`src/rtl/fb_bra_resolve_unit_pkg.sv`:
```
// Shared types and constants for the execute-stage branch resolution unit:
// JALR FSM state encoding, one-hot branch-type bit positions, NZCV bundle.
package fb_bra_resolve_unit_pkg;

  localparam int FB_W       = 32;
  localparam int BRA_CTRL_W = 6;

  // One-hot branch-type vector is {beq,bne,blt,bge,bltu,bgeu}, beq in the MSB.
  localparam int BRA_BEQ  = 5;
  localparam int BRA_BNE  = 4;
  localparam int BRA_BLT  = 3;
  localparam int BRA_BGE  = 2;
  localparam int BRA_BLTU = 1;
  localparam int BRA_BGEU = 0;

  // JALR release FSM.
  typedef enum logic [1:0] {
    JALR_IDLE = 2'd0,
    JALR_WAIT = 2'd1,
    JALR_FIRE = 2'd2
  } jalr_state_e;

  // Condition flags of rs1 - rs2.
  typedef struct packed {
    logic n;
    logic z;
    logic c;
    logic v;
  } nzcv_t;

endpackage

```
`src/rtl/fb_bra_flag_gen.sv`:
```
// Combinational rs1 - rs2 subtractor producing NZCV; shared with the ALU flag path.
// Carry is NOT-borrow: c = 1 iff rs1 >= rs2 unsigned.
module fb_bra_flag_gen
  import fb_bra_resolve_unit_pkg::*;
(
  input  logic [FB_W-1:0] rs1_i,
  input  logic [FB_W-1:0] rs2_i,
  output nzcv_t           flags_o
);

  logic [FB_W:0] diff;

  // Two's-complement subtract as rs1 + ~rs2 + 1 so the carry-out is NOT-borrow.
  assign diff = {1'b0, rs1_i} + {1'b0, ~rs2_i} + {{FB_W{1'b0}}, 1'b1};

  assign flags_o.n = diff[FB_W-1];
  assign flags_o.z = (diff[FB_W-1:0] == '0);
  assign flags_o.c = diff[FB_W];
  assign flags_o.v = (rs1_i[FB_W-1] != rs2_i[FB_W-1]) &
                     (diff[FB_W-1] != rs1_i[FB_W-1]);

endmodule

```
`src/rtl/fb_bra_resolve_unit.sv`:
```
// Execute-stage branch resolution: registers the EX/MEM branch record with its
// NZCV flags, runs the JALR release FSM (one-cycle jalr_en plus operands), and
// keeps resolved-branch / mispredict performance counters.
module fb_bra_resolve_unit
  import fb_bra_resolve_unit_pkg::*;
#(
  parameter int CNT_W = 32
) (
  input  logic                  clk,
  input  logic                  rst,
  input  logic                  stall,
  input  logic                  flush,
  input  logic                  ex_branch,
  input  logic [FB_W-1:0]       ex_pc,
  input  logic [FB_W-1:0]       ex_imm,
  input  logic [BRA_CTRL_W-1:0] ex_bra_control,
  input  logic [FB_W-1:0]       ex_rs1,
  input  logic [FB_W-1:0]       ex_rs2,
  input  logic                  lock,
  input  logic                  jalr_rs1_busy,
  input  logic [FB_W-1:0]       id_rs1_data,
  input  logic [FB_W-1:0]       id_jalr_imm,
  output logic                  branch,
  output logic [FB_W-1:0]       bra_pc,
  output logic [FB_W-1:0]       bra_imm,
  output logic [BRA_CTRL_W-1:0] bra_control,
  output logic                  NF,
  output logic                  ZF,
  output logic                  CF,
  output logic                  VF,
  output logic                  jalr_en,
  output logic [FB_W-1:0]       rs1_data,
  output logic [FB_W-1:0]       jalr_imm,
  output logic [CNT_W-1:0]      br_cnt,
  output logic [CNT_W-1:0]      mis_cnt
);

  nzcv_t                 ex_flags;
  nzcv_t                 flags_q;
  logic                  branch_q;
  logic [FB_W-1:0]       bra_pc_q;
  logic [FB_W-1:0]       bra_imm_q;
  logic [BRA_CTRL_W-1:0] bra_control_q;

  jalr_state_e           state_q, state_d;
  logic                  post_fire_q;
  logic                  capture;
  logic                  jalr_en_d;
  logic [FB_W-1:0]       rs1_data_q;
  logic [FB_W-1:0]       jalr_imm_q;

  logic [CNT_W-1:0]      br_cnt_q;
  logic [CNT_W-1:0]      mis_cnt_q;

  fb_bra_flag_gen u_flag_gen (
    .rs1_i   (ex_rs1),
    .rs2_i   (ex_rs2),
    .flags_o (ex_flags)
  );

  // EX/MEM record: flush clears (and drops any same-cycle new branch), stall holds.
  always_ff @(posedge clk) begin
    // NOTE: state is written with <= so every register samples pre-edge values;
    // a blocking = here would let later statements see the freshly updated value.
    if (rst || flush) begin
      branch_q      <= 1'b0;
      bra_pc_q      <= '0;
      bra_imm_q     <= '0;
      bra_control_q <= '0;
      flags_q       <= '0;
    end else if (!stall) begin
      branch_q      <= ex_branch;
      bra_pc_q      <= ex_pc;
      bra_imm_q     <= ex_imm;
      bra_control_q <= ex_bra_control;
      flags_q       <= ex_flags;
    end
  end

  // Performance counters: only advance on non-stalled cycles, wrap naturally.
  always_ff @(posedge clk) begin
    if (rst) begin
      br_cnt_q  <= '0;
      mis_cnt_q <= '0;
    end else if (!stall) begin
      if (branch_q)         br_cnt_q  <= br_cnt_q + CNT_W'(1);
      if (flush && branch_q) mis_cnt_q <= mis_cnt_q + CNT_W'(1);
    end
  end

  // JALR FSM state register; post_fire_q masks the still-high lock after FIRE.
  always_ff @(posedge clk) begin
    if (rst) begin
      state_q     <= JALR_IDLE;
      post_fire_q <= 1'b0;
    end else begin
      state_q     <= state_d;
      post_fire_q <= (state_q == JALR_FIRE);
    end
  end

  // JALR FSM next-state and outputs; FIRE always exits after one cycle, even under stall.
  always_comb begin
    // NOTE: every signal written here gets a default first, so no path leaves
    // one unassigned and no latch is inferred.
    state_d   = state_q;
    capture   = 1'b0;
    jalr_en_d = 1'b0;
    unique case (state_q)
      JALR_IDLE: begin
        if (lock && !stall && !post_fire_q) state_d = JALR_WAIT;
      end
      JALR_WAIT: begin
        if (flush) begin
          state_d = JALR_IDLE;
        end else if (!stall && !jalr_rs1_busy) begin
          state_d = JALR_FIRE;
          capture = 1'b1;
        end
      end
      JALR_FIRE: begin
        state_d   = JALR_IDLE;
        jalr_en_d = !flush;
      end
      default: state_d = JALR_IDLE;
    endcase
  end

  // JALR operands: captured on the WAIT->FIRE transition, cleared by flush.
  always_ff @(posedge clk) begin
    if (rst || flush) begin
      rs1_data_q <= '0;
      jalr_imm_q <= '0;
    end else if (capture) begin
      rs1_data_q <= id_rs1_data;
      jalr_imm_q <= id_jalr_imm;
    end
  end

  assign branch      = branch_q;
  assign bra_pc      = bra_pc_q;
  assign bra_imm     = bra_imm_q;
  assign bra_control = bra_control_q;
  assign NF          = flags_q.n;
  assign ZF          = flags_q.z;
  assign CF          = flags_q.c;
  assign VF          = flags_q.v;
  assign jalr_en     = jalr_en_d;
  assign rs1_data    = rs1_data_q;
  assign jalr_imm    = jalr_imm_q;
  assign br_cnt      = br_cnt_q;
  assign mis_cnt     = mis_cnt_q;

endmodule
```
`config.mk`:
```
export PLATFORM = sky130hd
export DESIGN_NAME = fb_bra_resolve_unit
export DESIGN_NICKNAME = d
export VERILOG_FILES = /design/src/rtl/fb_bra_resolve_unit_pkg.sv /design/src/rtl/fb_bra_flag_gen.sv /design/src/rtl/fb_bra_resolve_unit.sv
export SDC_FILE = /design/constraint.sdc
export NUM_CORES = 1
export LEC_CHECK = 0
export CAP_MARGIN = 25
export CORE_MARGIN = 4
export CORE_UTILIZATION = 25
export CTS_CLUSTER_SIZE = 40
export DETAILED_ROUTE_END_ITERATION = 8
export PLACE_DENSITY_LB_ADDON = 0.12
export SYNTH_ARGS = -nofsm -noshare
export SYNTH_HDL_FRONTEND = slang
export SYNTH_SLANG_ARGS = --single-unit
export TNS_END_PERCENT = 20
```
`constraint.sdc`:
```
create_clock -name clk -period 4.2 [get_ports clk]
set_input_delay 0.84 -clock clk [delete_from_list [all_inputs] [get_ports clk]]
set_output_delay 0.84 -clock clk [all_outputs]
set_load 0.05 [all_outputs]
```
==> flow_summary_export.csv <==
group,metric,value,unit
floorplan,std_cell_rows,72,
worst_setup_path,r2r_setup_slack,1570,ps
drt,drc_errors,0,
outcome,outcome,"complete, no violations",
clocking,holdBufCountCts,0,
timing,slew_viol_final,0,
clocking,cts_max_path_buffers,3,
yosys,syn-num-nets,1432,
drt,drtAntennaViolNets,0,
cells_and_area,multi_input_area,5330,um^2
drt,drt-initial-drc-count,514,
job,drv_cap,0,
floorplan,die_x,206,um
clocking,h-tree-depth,1,
yosys,syn-cell-area,9840,um^2
clocking,cts_tree,"yes",
placed_design,portBuffers,408,
drt,drt_wl_total,37600,um
timing,clock_skew,15.1,ps
worst_setup_path,critical_path_class,"in -> reg",
worst_setup_path,cp.arrival,4060,ps
floorplan,dieArea,42600,um^2
floorplan,initial_core_util,25.4,%
worst_setup_path,rr_endpoint,"mis_cnt[31]",
yosys,post_synth.cell_area_avg,8.26,um^2
floorplan,ioPinCount,409,
floorplan,die_height,206,um
min_path,hold_path_class,"reg -> reg",
grt,grt_max_degree,78,
min_path,min_to,"jalr_imm[19]",
min_path,hold_depth,2,
yosys,ys_seq_elements,206,
drt,vias,9664,
timing,fin_crit_sh,85.3,%
timing,tightest_slew,1030,ps
cells_and_area,fin_nets,1832,
cells_and_area,nFillCells,3996,
worst_setup_path,cp_max_fo,3,
clocking,clkTransAtPathRegs,60,ps
worst_setup_path,setup.worst_path.start_class,"input port",
yosys,synth_top_area_share,41.9,%
worst_setup_path,reg2reg_depth,9,
clocking,cts_buffers,25,
cells_and_area,drive_gt1_share,5.34,%
yosys,yosysSeqAreaShare,41.9,%
yosys,synth_largest_area_cell,"dfxtp_1",
timing,grt_setup_unrepaired,"no",
placed_design,globalplace.congestion,0.838,
grt,antenna_found_initial,2,
cells_and_area,area.growth.synth_to_final,55.9,%
yosys,synth.distinct_cells,67,
yosys,synthCells,1192,
timing,fin_tns_setup,0,ps
drt,drt_first_pass_iters,5,
worst_setup_path,worstPathRequired,4670,ps
floorplan,coreArea,38800,um^2
grt,grt_usage,16.5,%
timing,fin_hold_ws,451,ps
yosys,ys_dominant_reg_cell,"dfxtp_1",
drt,via_per_inst,4.53,
drt,wl_per_cell,17.6,um
yosys,ys_warn_count,0,
clocking,clk_latency,530,ps
yosys,synth_async_sr_flop_share,0,%
timing,setup_viol,0,
pwr,peakVddDrop,245,uV
pwr,pwr_density_cell,324,nW/um^2
yosys,synth-edff-count,0,
grt,grt_first_pass_wirelength,55700,um
clocking,cts_setup_buffers,0,
worst_setup_path,r2r-start,"mis_cnt[3]",
pwr,p_leak,5.78,nW
timing,min_period,3580,ps
clocking,cts_root_buf,"clkbuf_16",
timing,max-slew-margin-rel,31.6,%
worst_setup_path,worst_setup_path_end_kind,"register",
grt,grt-ovfl-total,0,
cells_and_area,area.sequential,4120,um^2
clocking,cts_resized,0,
placed_design,dp_hpwl,28600,um
grt,grt_pass1_vias,9432,
yosys,synth_area_leaders,"dfxtp_1, mux2i_1, nand2_1",
timing,hold_violations,0,
clocking,clock_sinks,206,
min_path,hp-start,"jalr_imm[19]",
timing,clock.fmax,279,MHz
registers in the layout, summed over array words and instances, names as in the netlist:
| name | flops |
|---|---|
| br_cnt | 32 |
| bra_imm | 32 |
| bra_pc | 32 |
| jalr_imm | 32 |
| mis_cnt | 32 |
| rs1_data | 32 |
| bra_control | 6 |
| state_q | 2 |
| CF | 1 |
| NF | 1 |
| VF | 1 |
| ZF | 1 |
| branch | 1 |
| post_fire_q | 1 |
synthesized netlist by cell type, types with 11 or more instances:
master    instances
a21o_1           12
a21oi_1         108
and3_1           13
clkbuf_1         49
dfxtp_1         206
ha_1             34
inv_1            42
mux2i_1          75
nand2_1         195
nand3_1          22
nand4_1          25
nor2_1          159
nor2b_1          11
nor3_1           14
o21ai_0          27
xnor2_1          21
xor2_1           48
area by class of cell:
type	count	share of cell area, %
Timing Repair Buffer	435	27.9
Sequential cell	206	26.9
Clock buffer	38	4.92
Antenna cell	2	0.0326
Clock inverter	8	0.326
Multi-Input combinational cell	882	34.7
Tap cell	518	4.22
Inverter	42	1.03
through the flow:
step	power, mW	util (%)	area, um^2	setup WS (ps)	cells
6_report	4.97	39.5	15300	617	2131
5_1_grt	5.21	39.5	15300	447	2130
4_1_cts	5.07	39.5	15300	596	2129
3_5_place_dp	2.90	37.4	14500	64.7	2083
3_3_place_gp	2.91	37.4	14500	110	2083
2_1_floorplan	2.52	-	9840	698	1192
cell families after synthesis:
logic type	Yosys count	synth area share, %
muxes	76	7.74
xor gates and xnor gates	69	6.14
DFF	206	41.9
AOI/OAI and AO/OA	212	13.5
adders and majority gates	35	4.52
buffers and inverters	104	4.05
and+or+nand+nor	490	22.2
critical path, stage by stage:
cell and delay [ps]:
clkdlybuf4s50_1 450, inv_1 40, ha_1 210, fa_1 390
nand2b_1 190, a211oi_2 200, buf_4 160, o211ai_1 90
a31o_1 230, a2111oi_0 450, o22ai_1 220, xnor2_1 160
a2111oi_1 270, a21o_1 160
how the worst max path moves through the flow:
stage               cells after the start  endpoint  slack [ps]      start
detailed placement                     14        ZF          60  ex_rs1[0]
global route                           14        ZF         450  ex_rs1[0]
floorplan                              11        ZF         700  ex_rs1[0]
CTS                                    14        ZF         600  ex_rs1[0]
finish                                 14        ZF         620  ex_rs1[0]
global placement                       13        ZF         110  ex_rs1[0]
routing by layer:
metal  global-route usage, %  part of all wire, %  vias to the layer above
met5                       0                    0                        -
met4                    3.78                  2.2                        0
met3                    6.31                  8.9                       41
met2                    25.7                   45                      294
met1                    21.7                   44                     4473
li1                        -                    -                     4856
report_power, final:
group | internal, mW | switching [mW] | leakage [nW]
clock network | 1.24 | 0.870 | 0.400
registers | 1.98 | 0.0145 | 1.67
logic | 0.408 | 0.459 | 3.72
total | 3.63 | 1.34 | 5.78
cells in the final DEF (no fill, tap or decap), types with 7 or more instances in the layout:
cell type,synthesis,routed
clkdlybuf4s50_1,0,406
dfxtp_1,206,206
nand2_1,195,195
nor2_1,159,159
a21oi_1,108,108
mux2i_1,75,75
xor2_1,48,48
inv_1,42,42
ha_1,34,34
buf_4,0,28
o21ai_0,27,27
nand4_1,25,25
clkbuf_16,0,25
nand3_1,22,22
xnor2_1,21,21
nor3_1,14,14
and3_1,13,13
a21o_1,12,12
nor2b_1,11,11
or3_1,9,9
nor4_1,9,8
o211ai_1,8,8
clkbuf_8,0,8
nand2b_1,7,7
o21a_1,7,7
o21ai_1,7,7
(Power assumes the default switching activity.)
